**config.mk**
```make
export PLATFORM = sky130hd
export DESIGN_NAME = interrupt_request_register_gen
export DESIGN_NICKNAME = d
export VERILOG_FILES = /design/src/rtl/pic_irr_pkg.sv /design/src/rtl/irr_sync_cell.sv /design/src/rtl/interrupt_request_register_gen.sv
export SDC_FILE = /design/constraint.sdc
export NUM_CORES = 1
export LEC_CHECK = 0
export ABC_AREA = 1
export CAP_MARGIN = 25
export CORE_MARGIN = 4
export CORE_UTILIZATION = 47
export CTS_CLUSTER_SIZE = 20
export DETAILED_ROUTE_END_ITERATION = 16
export GPL_ROUTABILITY_DRIVEN = 0
export GPL_TIMING_DRIVEN = 0
export PLACE_DENSITY = 0.82
export SLEW_MARGIN = 20
export SYNTH_ARGS = -nofsm -noshare
export SYNTH_HDL_FRONTEND = slang
export SYNTH_SLANG_ARGS = --single-unit
```
**constraint.sdc**
```tcl
create_clock -name clock -period 1.6 [get_ports clock]
set_clock_uncertainty 0.15 [all_clocks]
set_input_delay 0.16 -clock clock [delete_from_list [all_inputs] [get_ports clock]]
set_output_delay 0.16 -clock clock [all_outputs]
set_load 0.01 [all_outputs]
```
**src/rtl/pic_irr_pkg.sv**
```systemverilog
// Shared definitions for the interrupt controller request path: trigger-mode
// encodings, default channel count and the fixed-priority index helper.
package pic_irr_pkg;

    localparam logic TRIG_LEVEL = 1'b1;
    localparam logic TRIG_EDGE  = 1'b0;

    localparam int PIC_NUM_IRQ_DEFAULT = 8;

    // Lowest set bit wins; an empty vector reports index 0.
    function automatic logic [4:0] prio_index(input logic [31:0] vector);
        logic [4:0] idx;
        idx = 5'd0;
        for (int i = 31; i >= 0; i--) begin
            if (vector[i]) begin
                idx = 5'(i);
            end
        end
        return idx;
    endfunction

endpackage

```
**src/rtl/irr_sync_cell.sv**
```systemverilog
// Single-bit multi-flop synchroniser for one asynchronous request pin.
module irr_sync_cell #(
    parameter int   SYNC_STAGES = 2,
    parameter logic RESET_VAL   = 1'b1
) (
    input  logic clock,
    input  logic reset_n,
    input  logic d,
    output logic q
);

    logic [SYNC_STAGES-1:0] sync_q;
    logic [SYNC_STAGES-1:0] sync_d;

    always_comb begin
        sync_d = {sync_q[SYNC_STAGES-2:0], d};
    end

    always_ff @(posedge clock or negedge reset_n) begin
        if (!reset_n) begin
            sync_q <= {SYNC_STAGES{RESET_VAL}};
        end else begin
            sync_q <= sync_d;
        end
    end

    assign q = sync_q[SYNC_STAGES-1];

endmodule

```
**src/rtl/interrupt_request_register_gen.sv**
```systemverilog
// 8259A-style interrupt request register with per-channel edge/level trigger,
// freeze and per-bit clear. Define IRR_STICKY_EDGE_EN to hold edge requests until cleared.
module interrupt_request_register_gen
    import pic_irr_pkg::*;
#(
    parameter int NUM_IRQ     = PIC_NUM_IRQ_DEFAULT,
    parameter int SYNC_STAGES = 2,
    parameter int ID_W        = (NUM_IRQ > 1) ? $clog2(NUM_IRQ) : 1
) (
    input  logic               clock,
    input  logic               reset_n,
    input  logic [NUM_IRQ-1:0] trigger_mode,
    input  logic               freeze,
    input  logic [NUM_IRQ-1:0] clear_interrupt_request,
    input  logic [NUM_IRQ-1:0] interrupt_request_pin,
    output logic [NUM_IRQ-1:0] interrupt_request_register,
    output logic               any_request,
    output logic [ID_W-1:0]    highest_request_id
);

    logic [NUM_IRQ-1:0] pin_s;
    logic [NUM_IRQ-1:0] arm_q;
    logic [NUM_IRQ-1:0] arm_d;
    logic [NUM_IRQ-1:0] irr_q;
    logic [NUM_IRQ-1:0] irr_d;
    logic [31:0]        irr_ext;

    // Synchroniser flops reset high so a pin held high through reset is not an edge.
    for (genvar g = 0; g < NUM_IRQ; g++) begin : g_sync
        irr_sync_cell #(
            .SYNC_STAGES (SYNC_STAGES),
            .RESET_VAL   (1'b1)
        ) u_sync (
            .clock   (clock),
            .reset_n (reset_n),
            .d       (interrupt_request_pin[g]),
            .q       (pin_s[g])
        );
    end

    // Arm tracks "low seen since last clear" and keeps running while frozen.
    always_comb begin
        arm_d = arm_q;
        for (int i = 0; i < NUM_IRQ; i++) begin
            if (clear_interrupt_request[i]) begin
                arm_d[i] = 1'b0;
            end else if (!pin_s[i]) begin
                arm_d[i] = 1'b1;
            end
        end
    end

    always_comb begin
        irr_d = irr_q;
        for (int i = 0; i < NUM_IRQ; i++) begin
            if (clear_interrupt_request[i]) begin
                irr_d[i] = 1'b0;
            end else if (!freeze) begin
                case (trigger_mode[i])
                    TRIG_LEVEL: irr_d[i] = pin_s[i];
`ifdef IRR_STICKY_EDGE_EN
                    TRIG_EDGE:  irr_d[i] = irr_q[i] | (arm_q[i] & pin_s[i]);
`else
                    TRIG_EDGE:  irr_d[i] = arm_q[i] & pin_s[i];
`endif
                    default:    irr_d[i] = irr_q[i];
                endcase
            end
        end
    end

    always_ff @(posedge clock or negedge reset_n) begin
        if (!reset_n) begin
            arm_q <= '0;
            irr_q <= '0;
        end else begin
            arm_q <= arm_d;
            irr_q <= irr_d;
        end
    end

    always_comb begin
        irr_ext = 32'(irr_q);
    end

    assign interrupt_request_register = irr_q;
    assign any_request                = |irr_q;
    assign highest_request_id         = ID_W'(prio_index(irr_ext));

endmodule
```
# After elaboration in Yosys (flattened, before gate mapping)
# Cells that the tools add are included.
dict set report word_totals {
  reg_bits 32
  input_bits 27
  out_inout_bits 12
}
dict set report op_classes {
  n_eq_ne 16
  n_mux 48
  n_bitwise 16
  n_reduce_logical 1
}
# cell n
set ops {}
lappend ops {{2-to-1 mux 1 bit} 32}
lappend ops {{2-to-1 mux 3 bit} 8}
lappend ops {{!= test 2 x 1 -> 1 bit, second input constant} 8}
lappend ops {{!= test 2 bit, second input constant} 8}
lappend ops {{case mux 1 bit (2 select lines)} 8}
lappend ops {{bitwise AND 1 bit} 8}
lappend ops {{inverter 1 bit} 8}
lappend ops {{OR reduction 8 bit} 1}

# Longest topological paths before layout
# Gate-level depths: netlist of the first run.
dict set report depth {
  depth_word 8
  mapped_depth 7
}

# Hierarchy
# Synthesis of the first run repeated with hierarchy kept, for this count alone.
dict set report unflattened {
  hier_cells 96
  hier_area_um2 1178.6
}
# module n_inst cells_per_inst area_each_um2
set modules_own_cells {}
lappend modules_own_cells {interrupt_request_register_gen 1 80 758.2}
lappend modules_own_cells {irr_sync_cell 8 2 52.6}

# Worst setup path after synthesis of the first run
# OpenSTA, ideal clock, no wires.
dict set report synth_timing {
  kind {reg2out}
  from {reg irr_q[7], in the netlist interrupt_request_register[7]}
  to {out any_request}
  arrival_time_ps 899
  required_time_ps 1290
  slack_ps 391
  path_stages_with_launch 4
  path_buffers 0
  cell_sequence {dfrtp_1 > or2_1 > nor3_2 > nand2_1}
}
dict set report synth_via {
  elab_chain_len 1
}
# element line
set synth_rtl {}
lappend synth_rtl {{start, declared} interrupt_request_register_gen.sv:24} ;# logic [NUM_IRQ-1:0] irr_q;
lappend synth_rtl {{start signal, assigned} interrupt_request_register_gen.sv:78} ;# irr_q <= irr_d;
lappend synth_rtl {{OR reduction 8 bit} interrupt_request_register_gen.sv:87} ;# assign any_request = |irr_q;
lappend synth_rtl {{end, declared} interrupt_request_register_gen.sv:17} ;# output logic any_request,
# No other way between the ends.

# Final worst setup path of the first run
dict set report layout_timing {
  from {reg irr_q[7], in the netlist interrupt_request_register[7]}
  to {out highest_request_id[0]}
}
dict set report layout_via {
  elab_chain_len 8
}
# element line
set layout_rtl {}
lappend layout_rtl {{2-to-1 mux 3 bit (8 in a row)} pic_irr_pkg.sv:15} ;# if (vector[i]) begin
lappend layout_rtl {{end, declared} interrupt_request_register_gen.sv:18} ;# output logic [ID_W-1:0] highest_request_id
# No other way between the ends.

==> results.sh, run 1 <==
export IMPL_finalCritPeriodShare_pct=104
export IMPL_synthAdderAreaFrac_pct=0
export IMPL_drv_slew=0
export IMPL_grt_total_usage_pct=16.2
export IMPL_cts_buffers=5
export IMPL_place_hpwl_um=1930
export IMPL_initial_core_util_pct=51.3
export IMPL_globalRouteMet3Util_pct=5.12
export IMPL_synth_compound_area_share_pct=16.6
export IMPL_dp_slack_ps=-179
export IMPL_clock_sinks=32
export IMPL_crit_required_ps=1290
export IMPL_drc=0
export IMPL_wl_per_cell_um=14.5
export IMPL_endpoint_kind="output pin"
export IMPL_outcome="finished, violations left"
export IMPL_dieArea_um2=3370
export IMPL_max_slew_worst_pin_slew_ps=685
export IMPL_clkTransAtPathRegs_ps=100
export IMPL_cts_tree="done"
export IMPL_combPwrFrac_pct=15.2
export IMPL_layout_common_cells="clkdlybuf4s50_1, inv_1, dfrtp_1, dfstp_2"
export IMPL_final_cells=175
export IMPL_cts_root_buf="clkbuf_4"
export IMPL_worstSetupPathType="reg -> out"
export IMPL_num_antenna_cells=0
export IMPL_dr_pass1_iters=4
export IMPL_ys_warn_count=0
export IMPL_p_clk_share_pct=28.9
export IMPL_cellPowerDensity_nw_per_um2=954
export IMPL_maxCapViolCount=0
export IMPL_synth_xor_area_share_pct=0
export IMPL_critPathMaxFanout=3
export IMPL_antenna_found_initial=0
export IMPL_syn_num_nets=123
export IMPL_cts_max_level=2
export IMPL_num_vias=860
export IMPL_pin_count=39
export IMPL_dieHeight_um=58.1
export IMPL_rsz0062_at_grt="yes"
export IMPL_fmax_ghz=0.599
export IMPL_post_drt_via_cell_ratio=4.91
export IMPL_p_seq_share_pct=55.9
export IMPL_synth_top_family_by_area="compound AO/OA/AOI/OAI gates"
export IMPL_synth_simple_area_share_pct=7.43
export IMPL_crit_arrival_ps=1360
export IMPL_setup_viol=3
export IMPL_die_x_um=58.1
export IMPL_synth_mux_area_share_pct=0
export IMPL_dp_cells=162
export IMPL_rows=17
export IMPL_ir_drop_uv=669
export IMPL_grt_use_met2_pct=29.7
export IMPL_insertion_delay_ps=310
export IMPL_busiest_layer="met2"
export IMPL_layout_nets=173
export IMPL_drive_above_1_share_pct=32.0
export IMPL_swShare_pct=24.4
export IMPL_switchingPower_w=0.000392
export IMPL_cts_buffer_depth=2
export IMPL_grt_pass1_vias=884
export IMPL_overflow=0
export IMPL_startpoint_type="flip-flop"
export IMPL_yosysSeqAreaShare_pct=69.6
export IMPL_antenna_left=0
export IMPL_grt_use_met1_pct=16.6
export IMPL_drt_total_wl_um=2540
export IMPL_syn_avg_cell_area_um2=12.3
export IMPL_coreArea_um2=2300
export IMPL_leakage_nw=0.810
export IMPL_yosys_cell_types_count=17
export IMPL_internal_power_w=0.00122
export IMPL_drt_iter0_drc=16
export IMPL_setup_ws_ps=-70.7
export IMPL_synthToLayoutAreaGrowth_pct=42.9
export IMPL_syn_area_um2=1180
export IMPL_portBuffers=38
export IMPL_hold_violations=0
export IMPL_violations="negative setup slack"
export IMPL_grt_first_pass_wirelength_um=3960
export IMPL_finalCriticalPeriod_ps=1670
export IMPL_holdCritPathClass="in -> reg"
export IMPL_netlist_instances=96
export IMPL_grt_max_degree=33
export IMPL_final_common_cell="clkdlybuf4s50_1"
export IMPL_ys_ff_latch=32
export IMPL_slew_headroom_pct=54.3
==> cell type report <==
cell class	count	area [um^2]
flip-flops and latches	32	821
fillers	162	613
repair buffers	43	400
multi-input cells	46	294
inverters	17	63.8
clock buffers	8	58.8
well taps	28	35.0
plain buffers	1	11.3
==> per-layer routing <==
| metal | wire length, um | vias to the layer above |
|---|---|---|
| met2 | 1400 | 27 |
| met3 | 176 | 6 |
| met1 | 913 | 417 |
| li1 | - | 410 |
| met4 | 54 | 0 |
| met5 | 0 | - |
==> what timing repair did <==
item,4_1_cts,5_1_grt
pin swaps,3,2
hold buffers,1,0
gates resized for setup,21,7
cloned,0,0
endpoints found under the setup margin,9,8
hold endpoints to repair,16,0
setup buffers,4,0
==> state kept, by name, summed over array words and instances (netlist names) <==
name	cells
arm_q	8
interrupt_request_register	8
g_sync.u_sync.sync_q	16
==> critical path, stage by stage (launching register included) <==
cell     delay (ps)
dfrtp_1         360
buf_4           120
nand2_1          50
nand2_1          60
nand2_2          50
nand2_2          70
nand2_2          60
a21oi_2         120
buf_2           150
==> kinds of logic after synthesis <==
| family | count (synthesis) |
|---|---|
| and+or+nand+nor | 20 |
| buffers and inverters | 18 |
| DFF | 32 |
| AOI/OAI and AO/OA | 26 |
==> cells in the mapped netlist <==
library cell  instances  area share [%]
inv_1                16             5.1
or2_1                 1            0.53
nand3_1               1            0.42
nor2_1                8             2.5
a21oi_1               9             3.8
nor3_2                1            0.85
nand2_1               8             2.5
o211ai_2              1             1.1
dfstp_2              16              36
a31oi_1               1            0.53
buf_6                 1            0.96
o21ai_0               7             3.0
nand4_1               1            0.53
dfrtp_1              16              34
a21oi_2               1            0.74
a211oi_2              7             7.4
inv_2                 1            0.32
==> final timing paths <==
kind / startpoint / end / depth (start not counted) / slack, ps
max in group asynchronous: reset_n / arm_q[1]$_DFFE_PN0P_ / 2 / 580
min in group asynchronous: reset_n / arm_q[5]$_DFFE_PN0P_ / 2 / 260
max reg2reg: g_sync[2].u_sync.sync_q[1]$_DFF_PN1_ / interrupt_request_register[2]$_DFFE_PN0P_ / 2 / 540
min: interrupt_request_pin[5] / g_sync[5].u_sync.sync_q[0]$_DFF_PN1_ / 1 / 80
max: interrupt_request_register[7]$_DFFE_PN0P_ / highest_request_id[0] / 8 / -70
min reg2reg: g_sync[1].u_sync.sync_q[0]$_DFF_PN1_ / g_sync[1].u_sync.sync_q[1]$_DFF_PN1_ / 0 / 210
==> power by group through the flow <==
stage	clock [W]	combinational, W	sequential (W)
floorplan	0	0.0000847	0.000913
global placement	0	0.000234	0.000910
detailed placement	0	0.000246	0.000916
CTS	0.000475	0.000245	0.000898
global route	0.000512	0.000266	0.000903
finish	0.000465	0.000244	0.000898
==> through the flow <==
step / hold WS, ps / util (%) / power, W / cell area, um^2 / TNS [ps]
floorplan: -286 / - / 0.000998 / 1180 / 0
global placement: 196 / 69.4 / 0.00114 / 1590 / -5030
detailed placement: 82.8 / 69.2 / 0.00116 / 1590 / -362
CTS: 77.8 / 72.5 / 0.00162 / 1670 / -285
global route: 73.6 / 73.3 / 0.00168 / 1680 / -532
finish: 82.7 / 73.3 / 0.00161 / 1680 / -129
Power figures use the tool's default switching activity.
==> run 2, diff against run 1 <==
--- a/config.mk
+++ b/config.mk
@@ -6,7 +6,6 @@
 export NUM_CORES = 1
 export LEC_CHECK = 0
 export ABC_AREA = 1
-export CAP_MARGIN = 25
 export CORE_MARGIN = 4
 export CORE_UTILIZATION = 47
 export CTS_CLUSTER_SIZE = 20
==> results of run 2 <==
Final layout, timing and power as in run 1 (identical DEF).
==> edit 1: new RTL, flow settings as in run 2 <==
`RESET_VAL` is set to 1'b1 in 2 places; all go to 1'b0.
--- a/src/rtl/irr_sync_cell.sv
+++ b/src/rtl/irr_sync_cell.sv
@@ -2,5 +2,5 @@
 module irr_sync_cell #(
     parameter int   SYNC_STAGES = 2,
-    parameter logic RESET_VAL   = 1'b1
+    parameter logic RESET_VAL   = 1'b0
 ) (
     input  logic clock,
--- a/src/rtl/interrupt_request_register_gen.sv
+++ b/src/rtl/interrupt_request_register_gen.sv
@@ -30,5 +30,5 @@
         irr_sync_cell #(
             .SYNC_STAGES (SYNC_STAGES),
-            .RESET_VAL   (1'b1)
+            .RESET_VAL   (1'b0)
         ) u_sync (
             .clock   (clock),
Check against the original RTL: not equivalent (Yosys sat finds a counterexample within 4 cycles, from zero or initial values and one cycle with reset_n low).
==> edit 1 against run 2 <==
- the flow still finishes with violations (negative setup slack)
- setup slack lost 0.027 ns
- sequential cell count is the same
- design area shrank 0.52%
- via count grew 0.93%
- synthesized cell count is the same
- routed wire length shrank 13%
- synthesized area shrank 1.7%
- sequential share of layout area shrank 0.94 points
- hold slack gained 0.043 ns
- total power shrank 5.5%
- largest cell class unchanged
- final cell count grew 1.1%
- critical path depth shrank 3
- count of clock-buffer cells in the layout shrank 2
- die area shrank 1.5%
- critical endpoint is now highest_request_id[1]
==> edit 1: results (changes against run 2) <==
Status
  – Outcome: finished with violations (unchanged)
  – Failing checks: negative setup slack (unchanged)

Min path
  – Hold EP: g_sync[4].u_sync.sync_q[0] (was g_sync[5].u_sync.sync_q[0])
  – Hold depth: 1 (unchanged)
  – Startpoint of the worst hold path: interrupt_request_pin[4] (was interrupt_request_pin[5])

Power
  – Pwr Density: 906.4 mW/mm^2 (was 954.0 mW/mm^2)
  – LEAKAGE: 0.8351 nW (was 0.8098 nW)
  – Int Pwr: 1.151 mW (was 1.215 mW)
  – Max rail drop VDD: 748.2 uV (was 668.9 uV)

Global route
  – Antenna violations before repair: 0 (unchanged)
  – Grt ovf: 0 (unchanged)
  – Total GRT Usage: 14.91% (was 16.18%)
  – Largest net degree at the start of global routing: 33 (unchanged)
  – Vias in the first global route: 925 (was 884)
  – First-pass GRT wire length: 3753 um (was 3960 um)

Final layout
  – Antenna fix cells: 0 (unchanged)
  – Final nets: 176 (was 173)
  – Register with the highest flop count: g_sync.u_sync.sync_q (unchanged)
  – Filler Cell Count: 163 (was 162)
  – Layout cell share with drive strength beyond 1: 21.48% (was 31.97%)

Synth
  – Commonest cells post-synth: dfrtp_1 (32), inv_1 (16), a21oi_1 (9), nand2_1 (8), nor2_1 (8) (was dfrtp_1 (16), dfstp_2 (16), inv_1 (16), a21oi_1 (9))
  – Async S/R FF share, synth: 100.0% (unchanged)
  – Yosys warning count: 0 (unchanged)
  – Seq/Total Area, Yosys: 69.11% (was 69.64%)
  – Syn nets: 123 (unchanged)
  – Netlist cell types: 16 (was 17)
  – Ranking of synthesized cells by area: dfrtp_1 (69%), a211oi_2 (7.6%), inv_1 (5.2%) (was dfstp_2 (36%), dfrtp_1 (34%), a211oi_2 (7.4%))
  – Avg Cell Area, Syn: 12.07 sq um (was 12.28 sq um)

STA
  – Setup-failing EPs final: 3 (unchanged)
  – Final setup margin: -0.09741 ns (was -0.07066 ns)
  – Max transition margin: 55.30% (was 54.32%)
  – Setup TNS: -0.2418 ns (was -0.1293 ns)

CTS
  – H-Tree Depth: 2 (unchanged)
  – Root buf cell: clkbuf_4 (unchanged)
  – Num CTS Buffers: 5 (unchanged)
  – Clk pin slew, worst setup/hold paths: 0.09 ns

Placed design
  – Number of port buffers: 38 (unchanged)
  – Final HPWL DP: 1671 um (was 1933 um)
  – Placed cell areas: 0.001569 sq mm (was 0.001589 sq mm)

Critical path
  – Worst path max stage delay: 0.40 ns (was 0.36 ns)
  – Critical Path AT: 1.39 ns (was 1.36 ns)
  – Reg-to-reg startpoint: interrupt_request_register[6] (was g_sync[2].u_sync.sync_q[1])
  – Register-to-Register Path Depth: 4 (was 2)
  – Critical path's slowest cell: dfrtp_1 (unchanged)
  – Flop2flop setup slack: 0.51 ns (was 0.54 ns)
  – Reg-to-Reg End: interrupt_request_register[6] (was interrupt_request_register[2])

Drt
  – TritonRoute pass-1 iters: 4 (unchanged)
  – Vias: 868 (was 860)
  – Iteration-0 DRC Markers: 13 (was 16)
  – Vias per cell: 4.904 (was 4.914)
  – Drt wl/cell: 12.53 um (was 14.53 um)
-- edit 1: cell type report --
type / instances / area share [%]
plain buffers: 1 / 0.6721
clock buffers: 6 / 2.465
clock inverters: 1 / 0.2987
inverters: 17 / 3.809
multi-input cells: 46 / 17.55
flip-flops and latches: 32 / 47.80
well taps: 28 / 2.091
repair buffers: 46 / 25.32
-- edit 1: critical path, delay by kind of cell (launching register included) --
family | cells | cell delay (ns)
AO/OA/AOI/OAI | 1 | 0.09
buffers and inverters | 2 | 0.29
flip-flops | 1 | 0.40
AND/OR/NAND/NOR | 2 | 0.30
-- edit 1: power groups by stage --
stage / Clock (mW) / Combinational, mW / Sequential, mW
3_3_place_gp: 0 / 0.234 / 0.895
2_1_floorplan: 0 / 0.0847 / 0.898
3_5_place_dp: 0 / 0.240 / 0.898
5_1_grt: 0.449 / 0.274 / 0.885
4_1_cts: 0.409 / 0.238 / 0.880
6_report: 0.393 / 0.246 / 0.879
-- edit 1: logic make-up after synthesis --
kind of cell	synth area share [%]
buf+inv	6.479
flops	69.11
compound gates	16.85
simple gates	7.560
-- edit 1: per-stage QoR --
stage                     setup slack (ns)  hold WS, ns  power, mW
after CTS                         -0.07582       0.1142      1.527
after detailed placement          -0.06311      0.08345      1.138
after global routing               -0.1808       0.1013      1.608
final                             -0.09741       0.1259      1.519
after floorplan                     0.3913      -0.2856     0.9827
after global placement             -0.2752       0.1818      1.129
-- edit 1: metal layers --
| metal | share of wire, % | GRT usage (%) | vias to the layer above | wire length (um) |
|---|---|---|---|---|
| li1 | - | - | 421 | - |
| met1 | 37 | 15.04 | 411 | 829 |
| met2 | 53 | 26.94 | 28 | 1175 |
| met3 | 6.6 | 6.236 | 8 | 146 |
| met4 | 3.0 | 5.960 | 0 | 66 |
| met5 | 0 | 0 | - | 0 |
-- edit 1: how the worst max path moves through the flow --
stage                                        startpoint  slack, ns                    endpoint
after global placement                          reset_n      -0.28  g_sync[4].u_sync.sync_q[1]
after floorplan           interrupt_request_register[7]       0.39                 any_request
after CTS                 interrupt_request_register[6]      -0.08                 any_request
after global routing      interrupt_request_register[6]      -0.18       highest_request_id[1]
final                     interrupt_request_register[6]       -0.1       highest_request_id[1]
after detailed placement  interrupt_request_register[7]      -0.06       highest_request_id[1]
-- edit 1: timing repair --
item                       in CTS  in global routing
setup endpoints to repair       6                  8
gates resized for setup        19                  6
pin swaps                       3                  4
buffers inserted                4                  3
hold endpoints to repair       32                  0
hold buffers                    1                  0
==> edit 2: new RTL, flow settings as in run 2 <==
Without the edit above. Put a register stage on the outputs `any_request` and `highest_request_id`. The values now appear one clock later. The other outputs are not delayed to match.
--- a/src/rtl/interrupt_request_register_gen.sv
+++ b/src/rtl/interrupt_request_register_gen.sv
@@ -85,6 +85,8 @@
 
     assign interrupt_request_register = irr_q;
-    assign any_request                = |irr_q;
-    assign highest_request_id         = ID_W'(prio_index(irr_ext));
+    always_ff @(posedge clock) begin
+        any_request        <= |irr_q;
+        highest_request_id <= ID_W'(prio_index(irr_ext));
+    end
 
 endmodule
Function: changed (a bounded check fails within 4 cycles, from zero or initial values and one cycle with reset_n low).
==> edit 2 against run 2 <==
- utilization is 2.5 points lower
- total power is 11% higher
- synthesized area is 6.1% higher
- clock power is 14% higher
- routed wire length is 7.5% lower
- via count stayed put
- hold slack worse by 0.019 ns
- synthesized cell count is 4.2% higher
- design area is 5.1% higher
- sequential cell count is 4 higher
- final cell count is 2.9% higher
- setup slack better by 0.15 ns
==> edit 2: results (changes against run 2) <==
Status
  – Outcome: completed (was finished with violations)

Synth
  – Ranking of synthesized cells by area: dfstp_2 (34%), dfrtp_1 (32%), a211oi_2 (7.0%) (was dfstp_2 (36%), dfrtp_1 (34%), a211oi_2 (7.4%))
  – Commonest cells post-synth: dfrtp_1 (16), dfstp_2 (16), inv_1 (16), a21oi_1 (10) (was dfrtp_1 (16), dfstp_2 (16), inv_1 (16), a21oi_1 (9))
  – Syn nets: 127 (was 123)
  – Seq/Total Area, Yosys: 72.07% (was 69.64%)
  – Async S/R FF share, synth: 88.89% (was 100.0%)
  – Cells after Synth: 100 (was 96)

STA
  – Hold Worst Slack: 0.06373 ns (was 0.08269 ns)
  – Max Freq: 657.5 MHz (was 598.6 MHz)
  – Max transition margin: 55.73% (was 54.32%)

Global route
  – Vias in the first global route: 951 (was 884)
  – Antenna violations before repair: 0 (unchanged)
  – Total GRT Usage: 16.06% (was 16.18%)
  – First-pass GRT wire length: 3939 um (was 3960 um)

Placed design
  – Pre-CTS WS: 0.2278 ns (was -0.1790 ns)
  – Number of port buffers: 38 (unchanged)
  – Placed cell areas: 0.001663 sq mm (was 0.001589 sq mm)
  – Final HPWL DP: 1762 um (was 1933 um)
  – Post-Place Cells: 168 (was 162)

Drt
  – Drt wl/cell: 13.07 um (was 14.53 um)
  – Iteration-0 DRC Markers: 21 (was 16)
  – Vias per cell: 4.778 (was 4.914)

Critical path
  – Flop2flop setup slack: 0.30 ns (was 0.54 ns)
  – Worst path max stage delay: 0.53 ns (was 0.36 ns)
  – Reg-to-Reg End: any_request (was interrupt_request_register[2])
  – Crit path kind: flip-flop to output pin (unchanged)
  – Critical path's slowest cell: clkdlybuf4s50_1 (was dfrtp_1)
  – Worst setup path end: interrupt_request_register[6] (was highest_request_id[0])
  – Register-to-Register Path Depth: 4 (was 2)
  – CP top delay family: buffers and inverters (was flip-flops)
  – Critical Path Fanout Max: 2 (was 3)
  – Reg-to-reg startpoint: interrupt_request_register[6] (was g_sync[2].u_sync.sync_q[1])

Power
  – LEAKAGE: 0.8345 nW (was 0.8098 nW)
  – Max rail drop VDD: 913.6 uV (was 668.9 uV)
  – Pwr Density: 1012 mW/mm^2 (was 954.0 mW/mm^2)

Final layout
  – Final nets: 176 (was 173)
  – Antenna fix cells: 0 (unchanged)
  – Layout cell share with drive strength beyond 1: 24.67% (was 31.97%)

CTS
  – H-Tree Depth: 2 (unchanged)
  – Clock Latency Late Sink: 0.34 ns (was 0.31 ns)
[edit 2: cell types whose count changed after synthesis]
cell and change:
a21oi_2 -1, o211ai_2 -1, dfxtp_1 +4, a21oi_1 +1, o211ai_1 +1
[edit 2: repair_timing]
| action | CTS | global route |
|---|---|---|
| endpoints found under the hold margin | 16 | 0 |
| endpoints found under the setup margin | 6 | 4 |
| hold buffers | 1 | 0 |
| setup buffers | 3 | 0 |
| resized for setup | 3 | 4 |
[edit 2: report_power, final]
part / switching [mW] / total [mW] / internal, mW
combinational: 0.108 / 0.247 / 0.138
sequential: 0.0273 / 1.01 / 0.986
clock: 0.273 / 0.531 / 0.258
[edit 2: how the worst min path moves through the flow]
| stage | end | start | cells after the start |
|---|---|---|---|
| 2_1_floorplan | arm_q[0] | reset_n | 0 |
| 3_3_place_gp | g_sync[5].u_sync.sync_q[1] | g_sync[5].u_sync.sync_q[0] | 0 |
| 3_5_place_dp | arm_q[1] | reset_n | 1 |
| 4_1_cts | g_sync[4].u_sync.sync_q[0] | interrupt_request_pin[4] | 1 |
| 5_1_grt | g_sync[4].u_sync.sync_q[0] | interrupt_request_pin[4] | 1 |
| 6_report | g_sync[4].u_sync.sync_q[0] | interrupt_request_pin[4] | 1 |
[edit 2: metal layers]
layer	vias up	GRT usage, %	share of wire (%)
met2	25	27.77	56
met1	406	15.98	35
met5	-	0	0
met3	5	7.843	6.3
met4	0	7.595	2.0
li1	424	-	-
[edit 2: cells by family after synthesis]
group,synth area share (%)
compound gates,14.92
buf+inv,6.006
flops,72.07
simple gates,7.007
[edit 2: area by class of cell]
type                       count  area (sq um)
sequential                    36         900.9
fill                         166         729.5
timing repair buffer          42         414.1
multi-input combinational     46         274.0
clock buffer                   8         68.82
inverter                      17         63.81
tap                           30         37.54
buffer                         1         11.26
